### src/rtl/bpm_beat_generator.sv
`timescale 1ns/1ps
`default_nettype none
// ============================================================================
// Module   : bpm_beat_generator
// Purpose  : Metronome beat, accent and click generator driven by a filtered
//            beat period in clock cycles.
// Revision : 1.0 - initial release
// ============================================================================
module bpm_beat_generator #(
   parameter int STABLE_CYCLES = 64,
   parameter int CLICK_LEN     = 16,
   parameter int ACCENT_LEN    = 32,
   parameter int MIN_PERIOD    = 4
) (
   input  logic        i_clk,
   input  logic        i_reset,
   input  logic        i_enable,
   input  logic        i_restart,
   input  logic [33:0] i_trigger_value,
   input  logic [3:0]  i_beats_per_bar,
   output logic        o_beat_pulse,
   output logic        o_accent_pulse,
   output logic [3:0]  o_beat_index,
   output logic        o_click,
   output logic        o_running
);

   localparam int c_stab_w  = $clog2(STABLE_CYCLES + 1);
   localparam int c_click_w = $clog2(ACCENT_LEN + 1);
   localparam logic [c_stab_w-1:0]  c_stab_max   = c_stab_w'(STABLE_CYCLES - 1);
   localparam logic [c_stab_w-1:0]  c_stab_one   = c_stab_w'(1);
   localparam logic [33:0]          c_min_period = 34'(MIN_PERIOD);
   localparam logic [c_click_w-1:0] c_click_len  = c_click_w'(CLICK_LEN);
   localparam logic [c_click_w-1:0] c_accent_len = c_click_w'(ACCENT_LEN);
   localparam logic [c_click_w-1:0] c_click_one  = c_click_w'(1);

   typedef enum logic [1:0] {
      S_IDLE  = 2'd0,
      S_START = 2'd1,
      S_RUN   = 2'd2
   } state_t;

   state_t                r_state;
   state_t                w_next_state;
   logic [33:0]           r_candidate;
   logic [c_stab_w-1:0]   r_stable_cnt;
   logic [33:0]           r_period;
   logic [33:0]           r_count;
   logic [33:0]           w_next_count;
   logic [3:0]            r_beat_index;
   logic [3:0]            w_next_index;
   logic [3:0]            w_step_index;
   logic                  w_fire;
   logic                  w_fire_ok;
   logic                  w_accent;
   logic                  w_exit;
   logic                  w_valid;
   logic [33:0]           w_period_m1;
   logic                  r_beat_pulse;
   logic                  r_accent_pulse;
   logic [c_click_w-1:0]  r_click_cnt;
   logic                  r_click;

   // A new period is only adopted after it has held still long enough.
   always_ff @(posedge i_clk or posedge i_reset) begin
      if (i_reset) begin
         r_candidate  <= '0;
         r_stable_cnt <= '0;
         r_period     <= '0;
      end else begin
         r_candidate <= i_trigger_value;
         if (i_trigger_value != r_candidate)
            r_stable_cnt <= '0;
         else if (r_stable_cnt != c_stab_max)
            r_stable_cnt <= r_stable_cnt + c_stab_one;
         if ((r_stable_cnt == c_stab_max) && (r_candidate != r_period))
            r_period <= r_candidate;
      end
   end

   assign w_valid     = (r_period >= c_min_period);
   assign w_period_m1 = r_period - 34'd1;

   // Wrapping with >= also catches an index left stranded by a shrunk bar length.
   always_comb begin
      w_step_index = r_beat_index + 4'd1;
      if (i_beats_per_bar <= 4'd1)
         w_step_index = 4'd0;
      else if (({1'b0, r_beat_index} + 5'd1) >= {1'b0, i_beats_per_bar})
         w_step_index = 4'd0;
   end

   always_comb begin
      w_next_state = r_state;
      w_next_count = r_count;
      w_next_index = r_beat_index;
      w_fire       = 1'b0;
      w_exit       = 1'b0;
      case (r_state)
         S_IDLE: begin
            w_next_count = '0;
            w_next_index = '0;
            if (i_enable && w_valid) begin
               w_next_state = S_START;
               w_fire       = 1'b1;
            end
         end
         S_START: begin
            w_next_count = 34'd1;
            w_next_state = S_RUN;
         end
         S_RUN: begin
            if (!i_enable || !w_valid) begin
               w_next_state = S_IDLE;
               w_next_count = '0;
               w_next_index = '0;
               w_exit       = 1'b1;
            end else if (i_restart) begin
               w_next_state = S_START;
               w_next_count = '0;
               w_next_index = '0;
               w_fire       = 1'b1;
            end else if (r_count >= w_period_m1) begin
               w_next_count = '0;
               w_next_index = w_step_index;
               w_fire       = 1'b1;
            end else begin
               w_next_count = r_count + 34'd1;
            end
         end
         default: begin
            w_next_state = S_IDLE;
            w_next_count = '0;
            w_next_index = '0;
         end
      endcase
   end

   // Suppressing a fire right after a pulse keeps strobes from ever abutting.
   assign w_fire_ok = w_fire && !r_beat_pulse;
   assign w_accent  = w_fire_ok && (w_next_index == 4'd0);

   always_ff @(posedge i_clk or posedge i_reset) begin
      if (i_reset) begin
         r_state        <= S_IDLE;
         r_count        <= '0;
         r_beat_index   <= '0;
         r_beat_pulse   <= 1'b0;
         r_accent_pulse <= 1'b0;
         r_click_cnt    <= '0;
         r_click        <= 1'b0;
      end else begin
         r_state        <= w_next_state;
         r_count        <= w_next_count;
         r_beat_index   <= w_next_index;
         r_beat_pulse   <= w_fire_ok;
         r_accent_pulse <= w_accent;
         if (w_exit) begin
            r_click_cnt <= '0;
            r_click     <= 1'b0;
         end else begin
            if (w_fire_ok)
               r_click_cnt <= w_accent ? c_accent_len : c_click_len;
            else if (r_click_cnt != '0)
               r_click_cnt <= r_click_cnt - c_click_one;
            r_click <= (r_click_cnt != '0);
         end
      end
   end

   assign o_beat_pulse   = r_beat_pulse;
   assign o_accent_pulse = r_accent_pulse;
   assign o_beat_index   = r_beat_index;
   assign o_click        = r_click;
   assign o_running      = (r_state == S_RUN);

endmodule
`default_nettype wire
### config.mk
export PLATFORM = sky130hd
export DESIGN_NAME = bpm_beat_generator
export DESIGN_NICKNAME = d
export VERILOG_FILES = /design/src/rtl/bpm_beat_generator.sv
export SDC_FILE = /design/constraint.sdc
export NUM_CORES = 1
export LEC_CHECK = 0
export BUFFER_PORTS_ARGS = -buffer_cell sky130_fd_sc_hd__clkbuf_2
export CELL_PAD_IN_SITES_DETAIL_PLACEMENT = 1
export CELL_PAD_IN_SITES_GLOBAL_PLACEMENT = 2
export CORE_MARGIN = 10
export CORE_UTILIZATION = 40
export CTS_BUF_LIST = sky130_fd_sc_hd__clkbuf_16
export CTS_CLUSTER_SIZE = 8
export DETAILED_ROUTE_END_ITERATION = 12
export GPL_TIMING_DRIVEN = 0
export PLACE_DENSITY = 0.81
export SLEW_MARGIN = 25
export SYNTH_ARGS = -nofsm -noshare
export SYNTH_HDL_FRONTEND = slang
export SYNTH_SLANG_ARGS = --single-unit
### constraint.sdc
create_clock -name i_clk -period 6.4 [get_ports i_clk]
set_clock_uncertainty 0.05 [all_clocks]
set_input_delay 1.28 -clock i_clk [delete_from_list [all_inputs] [get_ports i_clk]]
set_output_delay 1.28 -clock i_clk [all_outputs]
set_load 0.005 [all_outputs]
==> impl_metrics.yaml, run 1 <==
floorplanning:
  die_w_um: 153.1
  floorplan.initialDensity_pct: 40.80
  rows: 48
  core_area_um2: 17360
  fp.dieH_um: 153.1
  ios: 50
  die_area_um2: 23430
power:
  power.density_nw_per_um2: 226.2
  leakage_nw: 3.901
  peakVddDrop_uv: 200.5
synth:
  synth_ff_type: "dfrtp_1"
  netlist_instances: 688
  synth_area_per_cell_um2: 10.29
  ys_seq_area_share_pct: 43.82
  synth-adder-area-share_pct: 8.481
  synth_top_family_by_area: "simple AND/OR/NAND/NOR gates"
  synth-simple-area-share_pct: 17.51
  yosysWarnings: 0
  syn-num-nets: 778
  synthArstFlopShare_pct: 100.0
  synth_xor_area_share_pct: 17.31
  synth_edf_count: 0
  synthMuxAreaShare_pct: 5.371
  yosysUniqueCellTypes: 49
  ys_seq_elements: 124
  synth_area_um2: 7082
  synth_compound_area_share_pct: 5.495
drt:
  wire_per_inst_um: 18.93
  vias: 5312
  vias_per_cell: 5.339
  drt_first_iter_violations: 264
  wl_um: 18840
  first_pass_iters: 4
  drc_errors: 0
  antenna_left: 0
worst_setup_path:
  crit_path_end: "r_count[6]$_DFF_PP0_"
  path_common_cell: "nand2_1"
  cpMaxStageDelayCell: "or4_4"
  reg2reg_to: "r_count[6]$_DFF_PP0_"
  r2r_setup_slack_ps: 920
  critPathKind: "register to register"
  r2r-start: "r_period[6]$_DFFE_PP0P_"
  critPathArrivalTime_ps: 5700
  start_kind: "register"
  crit_family: "simple AND/OR/NAND/NOR gates"
  r2r_cells: 18
  path_buf_inv: 2
  path_depth: 18
  cpPeakStageDelay_ps: 550
  cp-end-kind: "register"
  cp_cell_sequence: "buf_6 -> or4_4 -> or3_4 -> nor3_4 -> nand2b_2 -> nor4_4 -> nand2_2 -> or3_1 -> xor2_1 -> ha_1 -> nand4_1 -> nor4_1 -> nand2_1 -> a21oi_1 -> nor3_1 -> nand2_1 -> clkbuf_1 -> nor2_1"
  crit_required_ps: 6620
  path_max_fanout: 10
  startpoint: "r_period[6]$_DFFE_PP0P_"
global_routing:
  grt_pass1_wl_um: 31530
  grt_max_degree: 80
  grt-ovfl-total: 0
  antenna_found_initial: 0
  grt_pass1_vias: 5942
  grtUsageTotal_pct: 16.53
clock_tree:
  cts_buffers: 17
  cts_tree: "built"
  cts_setup_buffers: 0
  clk_latency_ps: 420
  htreeDepth: 4
  clockBufferDepth: 2
  cts.clk_slew.worst_paths_ps: 60
  clkSinkCount: 124
  ctsResizeCount: 0
  hold_buffers: 0
  cts_root_buffer: "clkbuf_16"
timing:
  slew_headroom_pct: 37.49
  fin_crit_ps: 5476
  fmax_ghz: 0.1826
  setup-violations-final: 0
  timing.setup.tns_ps: 0
  final-max-slew-violation-count: 0
  hold_viol_final: 0
  fin_crit_sh_pct: 85.57
  fin_hold_ws_ps: 471.3
  worstMarginPinSlew_ps: 933.3
  grt_setup_unrepaired: "no"
placed_design:
  place.gp.congestion: 0.8153
  io_buffers: 49
  dpl.hpwl_um: 14360
outcome:
  status: "completed"
cells_and_area:
  layout-drive-gt1-share_pct: 15.84
  area_delta_synth_final_pct: 16.34
  nets: 847
  insertedDiodeCount: 0
min_path:
  hp-class: "register to register"
run:
  max_cap_violations: 0
==> metrics by stage <==
step / area [um2] / util [%] / setup slack [ps] / std cells / total power [W]
finish: 8239 / 47.47 / 923.8 / 995 / 0.001863
global route: 8239 / 47.47 / 468.7 / 995 / 0.001931
CTS: 8239 / 47.47 / 837.3 / 995 / 0.001883
detailed placement: 7644 / 44.04 / 864.3 / 963 / 0.0008962
global placement: 7609 / 43.84 / 481.5 / 962 / 0.0008899
floorplan: 7082 / - / 1771 / 688 / 0.0008583
==> Yosys cell counts, types with 2 or more instances <==
library cell	number	area [um2]
o21bai_1	2	15.01
nor2_1	69	259.0
or4_1	3	22.52
o31a_1	2	17.52
and4_1	2	17.52
nor4_1	16	100.1
o41ai_1	2	17.52
nand3b_1	2	15.01
a31oi_1	3	18.77
a21oi_1	21	105.1
a22oi_1	2	15.01
nor3_1	19	95.09
nor2b_1	4	25.02
and3_1	9	56.30
or3_1	6	37.54
nor3b_1	3	22.52
a211oi_1	2	15.01
dfrtp_1	124	3103
nand3_1	25	125.1
and2_1	3	18.77
xor2_1	55	481.7
a21boi_0	3	22.52
ha_1	48	600.6
clkbuf_1	13	48.80
inv_1	22	82.58
o211ai_1	2	15.01
mux2i_1	2	20.02
o31ai_1	2	15.01
o21ai_0	16	80.08
xnor2_1	85	744.5
mux2_2	32	360.4
or2_2	3	18.77
nand2b_1	3	18.77
nand2_1	43	161.4
nand4_1	26	162.7
==> worst min path at each step <==
stage	startpoint	endpoint	slack (ps)	depth (start not counted)
after floorplan	r_stable_cnt[6]$_DFFE_PP0P_	r_stable_cnt[6]$_DFFE_PP0P_	430	2
after global placement	r_stable_cnt[6]$_DFFE_PP0P_	r_stable_cnt[6]$_DFFE_PP0P_	450	2
after detailed placement	r_stable_cnt[6]$_DFFE_PP0P_	r_stable_cnt[6]$_DFFE_PP0P_	470	2
after CTS	r_stable_cnt[6]$_DFFE_PP0P_	r_stable_cnt[6]$_DFFE_PP0P_	480	2
after global routing	r_stable_cnt[6]$_DFFE_PP0P_	r_stable_cnt[6]$_DFFE_PP0P_	500	2
final	r_stable_cnt[6]$_DFFE_PP0P_	r_stable_cnt[6]$_DFFE_PP0P_	470	2
==> sequential cells by signal, indices dropped and copies added, names as in the netlist <==
signal          flops
r_stable_cnt        7
r_count            34
r_period           34
o_beat_pulse        1
o_click             1
r_click_cnt         6
r_candidate        34
o_accent_pulse      1
r_state             2
o_beat_index        4
==> worst register-to-register path, stage by stage, from the launching register on <==
cell and delay [ps]:
dfrtp_1 370, buf_6 140, or4_4 550, or3_4 370, nor3_4 230, nand2b_2 130, nor4_4 300, nand2_2 110
or3_1 330, xor2_1 170, ha_1 320, nand4_1 120, nor4_1 400, nand2_1 170, a21oi_1 470, nor3_1 290
nand2_1 200, clkbuf_1 460, nor2_1 150
==> cell usage in the layout (no fill, tap or decap), types with 17 or more instances in the layout <==
master,netlist,layout
dfrtp_1,124,124
xnor2_1,85,85
nor2_1,69,69
xor2_1,55,55
clkbuf_2,0,49
ha_1,48,48
nand2_1,43,43
mux2_2,32,32
nand4_1,26,26
nand3_1,25,25
inv_1,22,22
a21oi_1,21,21
nor3_1,19,19
clkbuf_16,0,17
==> report_power, final <==
group	switching [W]	internal, W
clock network	0.000371	0.000611
logic	0.0000411	0.0000306
registers	0.0000141	0.000795
==> kinds of logic after synthesis <==
family | Yosys count
compound gates | 63
simple gates | 243
xor+xnor | 140
flops | 124
fa+ha+maj | 48
buf+inv | 36
mux | 34
==> per-layer routing <==
metal	part of all wire [%]	track usage (%)	vias to the layer above	routed length, um
met1	46	20.09	2664	8579
met3	2.4	3.760	26	445
met2	50	28.05	77	9443
met5	0	0	-	0
li1	-	-	2545	-
met4	2.0	5.722	0	372
==> layout make-up <==
cell class,instances,area [um2]
timing repair buffer,50,272.8
buffer,14,60.06
multi-input combinational,528,3836
sequential,124,3103
tap,225,281.5
clock inverter,15,170.2
fill,1904,9117
inverter,22,90.09
clock buffer,17,425.4
(Power assumes the default switching activity.)
==> inputs of run 2 (changes only) <==
- CTS_BUF_LIST: sky130_fd_sc_hd__clkbuf_16 -> not set
- RECOVER_POWER: not set -> 100
- clock period: 6.4 -> 6.2 ns (I/O delays scaled with it)
==> run 2 against run 1 <==
The run now ends with capacitance limit, slew limit left. First-iteration DRC count down 0.38%. Highest routed layer unchanged. Register-to-register slack worse by 210 ps. Largest cell class unchanged. Non-clock buffer count unchanged. Power is 4.6% higher. Count of clock-buffer cells in the layout up 3.
==> impl_metrics.yaml, run 2 (synthesized netlist as in run 1, its figures left out) <==
global_routing:
  grt_pass1_vias: 5960
  grt-ovfl-total: 0
  grt_max_degree: 80
  grtUsageTotal_pct: 16.61
  antenna_found_initial: 0
  grt_pass1_wl_um: 31660
cells_and_area:
  instances_no_fill: 995
  insertedDiodeCount: 0
  multi_input_area_um2: 3836
  layout.cell_area.non_filler_um2: 8182
  finish.utilization_pct: 47.14
  mostFrequentLayoutCells: "124 x dfrtp_1, 85 x xnor2_1, 69 x nor2_1"
  regArea_um2: 3103
  final_common_cell: "dfrtp_1"
  area_delta_synth_final_pct: 15.53
  fillers: 1911
  layout-drive-gt1-share_pct: 10.78
  reg.largest.list: "r_candidate (34), r_count (34), r_period (34)"
  nets: 847
clock_tree:
  clkSinkCount: 124
  ctsResizeCount: 0
  clk_latency_ps: 430
  cts_tree: "built"
  cts_setup_buffers: 0
  cts_buffers: 17
  cts_root_buffer: "clkbuf_16"
  hold_buffers: 0
  cts.clk_slew.worst_paths_ps: 60
  htreeDepth: 4
  clockBufferDepth: 2
power:
  power.density_nw_per_um2: 238.3
  clockPowerShare_pct: 53.6
  p_switching_w: 0.0004445
  power.share.sequential_pct: 42.9
  comb_power_share_pct: 3.5
  leakage_nw: 3.776
  p_int_w: 0.001505
  sw_frac_of_total_pct: 22.80
  peakVddDrop_uv: 184.8
floorplanning:
  die_w_um: 153.1
  rows: 48
  ios: 50
  fp.dieH_um: 153.1
  die_area_um2: 23430
  core_area_um2: 17360
  floorplan.initialDensity_pct: 40.80
timing:
  fmax_ghz: 0.1821
  setup-violations-final: 0
  slew_headroom_pct: -42.06
  fin_crit_ps: 5490
  final-max-slew-violation-count: 127
  worstMarginPinSlew_ps: 2119
  hold_viol_final: 0
  setup_ws_ps: 709.8
  timing.setup.tns_ps: 0
  fin_crit_sh_pct: 88.55
  grt_setup_unrepaired: "no"
placed_design:
  dp.cells: 963
  io_buffers: 49
  pre_cts_ws_ps: 664.3
  dpl.hpwl_um: 14360
  place.gp.congestion: 0.8153
  placed_cell_area_um2: 7644
worst_setup_path:
  critPathKind: "register to register"
  cp-end-kind: "register"
  crit_required_ps: 6430
  r2r_setup_slack_ps: 710
  path_max_fanout: 10
  critPathArrivalTime_ps: 5720
  start_kind: "register"
drt:
  vias: 5323
  wl_um: 18930
  antenna_left: 0
  drt_first_iter_violations: 263
  wire_per_inst_um: 19.03
  first_pass_iters: 4
  vias_per_cell: 5.350
  drc_errors: 0
outcome:
  violations: "capacitance limit, slew limit"
  status: "complete, but fails checks"
min_path:
  hp-class: "register to register"
run:
  max_cap_violations: 2
-- run 2: cell count changes in the layout (fill, tap and decap cells not counted), sizes merged --
cell / before / now
buf: 2 / 1
inv: 27 / 25
clkinvlp: 2 / 3
clkbuf: 79 / 83
clkinv: 5 / 3
-- run 2: per-layer routing --
| metal | up-vias | routed length, um | GRT usage (%) |
|---|---|---|---|
| met4 | 0 | 439 | 6.222 |
| met3 | 29 | 527 | 3.704 |
| met5 | - | 0 | 0 |
| met2 | 72 | 9462 | 28.32 |
| met1 | 2682 | 8502 | 19.96 |
| li1 | 2540 | - | - |
-- run 2: path summary, 6_finish.rpt --
check | endpoint | start | depth (start not counted)
worst max-delay path | r_count[6]$_DFF_PP0_ | r_period[6]$_DFFE_PP0P_ | 18
worst min-delay path | r_stable_cnt[6]$_DFFE_PP0P_ | r_stable_cnt[6]$_DFFE_PP0P_ | 2
worst max register to register | r_count[6]$_DFF_PP0_ | r_period[6]$_DFFE_PP0P_ | 18
worst min register to register | r_stable_cnt[6]$_DFFE_PP0P_ | r_stable_cnt[6]$_DFFE_PP0P_ | 2
max in group asynchronous | o_beat_index[1]$_DFF_PP0_ | i_reset | 3
min in group asynchronous | r_candidate[2]$_DFF_PP0_ | i_reset | 2
-- run 2: critical path, stage by stage, from the launching register on --
cell	delay [ps]
dfrtp_1	370
buf_6	140
or4_4	550
or3_4	370
nor3_4	230
nand2b_2	130
nor4_4	310
nand2_2	110
or3_1	330
xor2_1	170
ha_1	320
nand4_1	120
nor4_1	400
nand2_1	170
a21oi_1	470
nor3_1	290
nand2_1	200
clkbuf_1	460
nor2_1	140
-- run 2: power groups by stage --
stage	logic (W)	clock network [W]	registers [W]
global placement	0.0000700	0	0.000849
detailed placement	0.0000757	0	0.000849
floorplan	0.0000403	0	0.000846
finish	0.0000691	0.00105	0.000835
CTS	0.0000771	0.00106	0.000835
global route	0.0000775	0.00111	0.000837
-- run 2: stage by stage --
stage | hold slack (ps) | power (W)
after CTS | 478.4 | 0.001973
after global placement | 446.7 | 0.0009186
after floorplan | 433.5 | 0.0008860
after detailed placement | 470.2 | 0.0009251
final | 470.6 | 0.001950
after global routing | 505.0 | 0.002020
-- run 2: final cells by class --
cell class | count | share of cell area [%]
Sequential cell | 124 | 37.93
Clock inverter | 12 | 1.942
Clock buffer | 20 | 5.582
Buffer | 14 | 0.7341
Tap cell | 225 | 3.441
Timing Repair Buffer | 50 | 2.462
Multi-Input combinational cell | 528 | 46.89
Inverter | 22 | 1.025
==> inputs of run 3 (changes only) <==
- ABC_AREA: not set -> 1
- CORE_UTILIZATION: 40 -> 37
- PLACE_DENSITY: 0.81 -> 0.82
==> run 3 against run 2 <==
The run still ends with capacitance limit, slew limit left. Cell count up 34%. Critical path depth up 3. Power rose by 5.2%. Non-clock buffer count is 3 lower. Wire length grew 12%. Design area rose by 7.7%. Utilization fell by 4.0 points.
==> impl_metrics.yaml, run 3 <==
timing:
  setup-violations-final: 0
  fmax_ghz: 0.2010
  grt_setup_unrepaired: "no"
  hold_viol_final: 0
  slew_headroom_pct: -42.32
  fin_crit_sh_pct: 80.22
  final-max-slew-violation-count: 127
  fin_crit_ps: 4974
  worstMarginPinSlew_ps: 2123
drt:
  drc_errors: 0
  first_pass_iters: 4
  drt_first_iter_violations: 269
  antenna_left: 0
  vias_per_cell: 4.871
  vias: 6474
  wl_um: 21190
  wire_per_inst_um: 15.94
power:
  total_power_w: 0.002050
  p_int_w: 0.001486
  comb_power_share_pct: 10.0
  power.share.sequential_pct: 42.7
  clockPowerShare_pct: 47.3
  peakVddDrop_uv: 179.8
  leakage_nw: 4.472
  power.density_nw_per_um2: 232.6
  p_switching_w: 0.0005644
  sw_frac_of_total_pct: 27.53
global_routing:
  grt-ovfl-total: 0
  grt_max_degree: 80
  grtUsageTotal_pct: 16.35
  grt_pass1_vias: 6909
  grt_pass1_wl_um: 35220
  antenna_found_initial: 0
synth:
  yosysMostFrequentCell: "nand2_1"
  ys_seq_elements: 124
  synth_ff_type: "dfrtp_1"
  synthArstFlopShare_pct: 100.0
  yosys-top-cells-area: "dfrtp_1 40%, nand2_1 11%, xor2_1 8.1%"
  yosysUniqueCellTypes: 45
  synth_area_um2: 7756
  synth_edf_count: 0
  synth_common_cells: "227 x nand2_1, 132 x inv_1, 124 x dfrtp_1, 106 x nor2_1, 72 x xor2_1"
  yosysWarnings: 0
  yosys.area.top_type: "dfrtp_1"
  yosysTopAreaCellShare_pct: 40.01
  ys_seq_area_share_pct: 40.01
  synth_area_per_cell_um2: 7.939
  syn-num-nets: 1067
  netlist_instances: 977
worst_setup_path:
  critPathKind: "register to register"
  crit_required_ps: 6490
  cpMaxStageDelayCell: "nor3_1"
  r2r_setup_slack_ps: 1230
  start_kind: "register"
  cpPeakStageDelay_ps: 540
  r2r-start: "r_period[0]$_DFFE_PP0P_"
  path_buf_inv: 3
  cp-end-kind: "register"
  critPathArrivalTime_ps: 5260
  path_max_fanout: 10
  cp_cell_sequence: "inv_1 -> nand3_2 -> nor3_1 -> nand3_2 -> nor2_1 -> nand2_1 -> nor3_1 -> nand2_2 -> nor2_1 -> xor2_1 -> ha_1 -> nand2_1 -> inv_1 -> nand2_1 -> nand2_1 -> a21oi_1 -> nand3_1 -> nor2_1 -> nand4_1 -> clkbuf_1 -> nor2_1"
  crit_family: "simple AND/OR/NAND/NOR gates"
  r2r_cells: 21
  reg2reg_to: "r_count[1]$_DFF_PP0_"
clock_tree:
  cts_buffers: 17
  ctsResizeCount: 0
  cts_root_buffer: "clkbuf_16"
  hold_buffers: 0
  cts_tree: "built"
  cts_setup_buffers: 0
  cts.clk_slew.worst_paths_ps: 70
  clk_latency_ps: 420
  clockBufferDepth: 2
  clkSinkCount: 124
  htreeDepth: 4
floorplanning:
  floorplan.initialDensity_pct: 37.97
  core_area_um2: 20430
  ios: 50
  rows: 52
  die_w_um: 164.8
  fp.dieH_um: 164.8
  die_area_um2: 27150
cells_and_area:
  fillers: 2579
  finish.utilization_pct: 43.15
  layout-drive-gt1-share_pct: 7.365
  mostFrequentLayoutCells: "228 x nand2_1, 134 x inv_1, 124 x dfrtp_1"
  final_common_cell: "nand2_1"
  insertedDiodeCount: 0
  nets: 1136
  multi_input_area_um2: 4048
  regArea_um2: 3103
  area_delta_synth_final_pct: 13.65
  reg.largest.list: "r_candidate (34), r_count (34), r_period (34)"
min_path:
  hp-class: "register to register"
  min_path_cells: 2
  hold-path-endpoint: "r_period[24]$_DFFE_PP0P_"
  min_from: "r_period[24]$_DFFE_PP0P_"
placed_design:
  place.gp.congestion: 0.8123
  io_buffers: 49
  dpl.hpwl_um: 16810
run:
  max_cap_violations: 2
outcome:
  status: "complete, but fails checks"
  violations: "capacitance limit, slew limit"
run 3: layout make-up:
class                           count  area share, %
Clock inverter                     15          1.576
Inverter                          137          5.848
Timing Repair Buffer               50          2.271
Clock buffer                       17          4.826
Tap cell                          270          3.833
Multi-Input combinational cell    705          45.92
Buffer                             11         0.5252
Sequential cell                   124          35.20
run 3: logic make-up after synthesis:
family,Yosys count,share of synthesized area (%)
adder cells (fa/ha/maj),48,7.743
buffers and inverters,148,7.388
XOR/XNOR,93,10.50
AO/OA/AOI/OAI,86,6.259
AND/OR/NAND/NOR,478,28.10
flip-flops,124,40.01
run 3: per-stage QoR:
stage | area, um2 | setup slack (ps) | hold WS (ps) | std cells | TNS [ps]
floorplan | 7756 | 1611 | 424.6 | 977 | 0
global placement | 8339 | -81.96 | 442.1 | 1296 | -8455
detailed placement | 8374 | 1735 | 448.7 | 1297 | 0
CTS | 8939 | 1717 | 468.4 | 1329 | 0
global route | 8815 | 673.1 | 498.6 | 1329 | 0
finish | 8815 | 1226 | 462.4 | 1329 | 0
run 3: how the worst max path moves through the flow:
stage / start / endpoint / slack [ps] / depth (start not counted)
after floorplan: i_reset / o_accent_pulse$_DFF_PP0_ / 1610 / 1
after global placement: i_reset / r_stable_cnt[5]$_DFFE_PP0P_ / -80 / 2
after detailed placement: r_period[0]$_DFFE_PP0P_ / r_count[24]$_DFF_PP0_ / 1730 / 21
after CTS: r_period[0]$_DFFE_PP0P_ / r_count[1]$_DFF_PP0_ / 1720 / 21
after global routing: r_period[0]$_DFFE_PP0P_ / r_count[1]$_DFF_PP0_ / 670 / 21
final: r_period[0]$_DFFE_PP0P_ / r_count[1]$_DFF_PP0_ / 1230 / 21
run 3: metal layers:
| metal | up-vias | part of all wire (%) | GRT usage (%) |
|---|---|---|---|
| met3 | 23 | 2.7 | 2.863 |
| met4 | 0 | 1.3 | 4.952 |
| li1 | 3263 | - | - |
| met1 | 3113 | 47 | 20.64 |
| met5 | - | 0 | 0 |
| met2 | 75 | 49 | 27.88 |
run 3: power groups by stage:
stage	Sequential [W]	Clock [W]	Combinational (W)
after global placement	0.000890	0	0.000207
after detailed placement	0.000891	0	0.000216
final	0.000875	0.000970	0.000205
after global routing	0.000880	0.00103	0.000238
after CTS	0.000876	0.000990	0.000217
after floorplan	0.000882	0	0.000148
run 3: worst register-to-register path: cells and delay by family (launching register included):
kind	cells	cell delay, ps
compound gates	1	200
simple gates	15	3240
xor+xnor	1	170
fa+ha+maj	1	260
buf+inv	3	570
flops	1	410
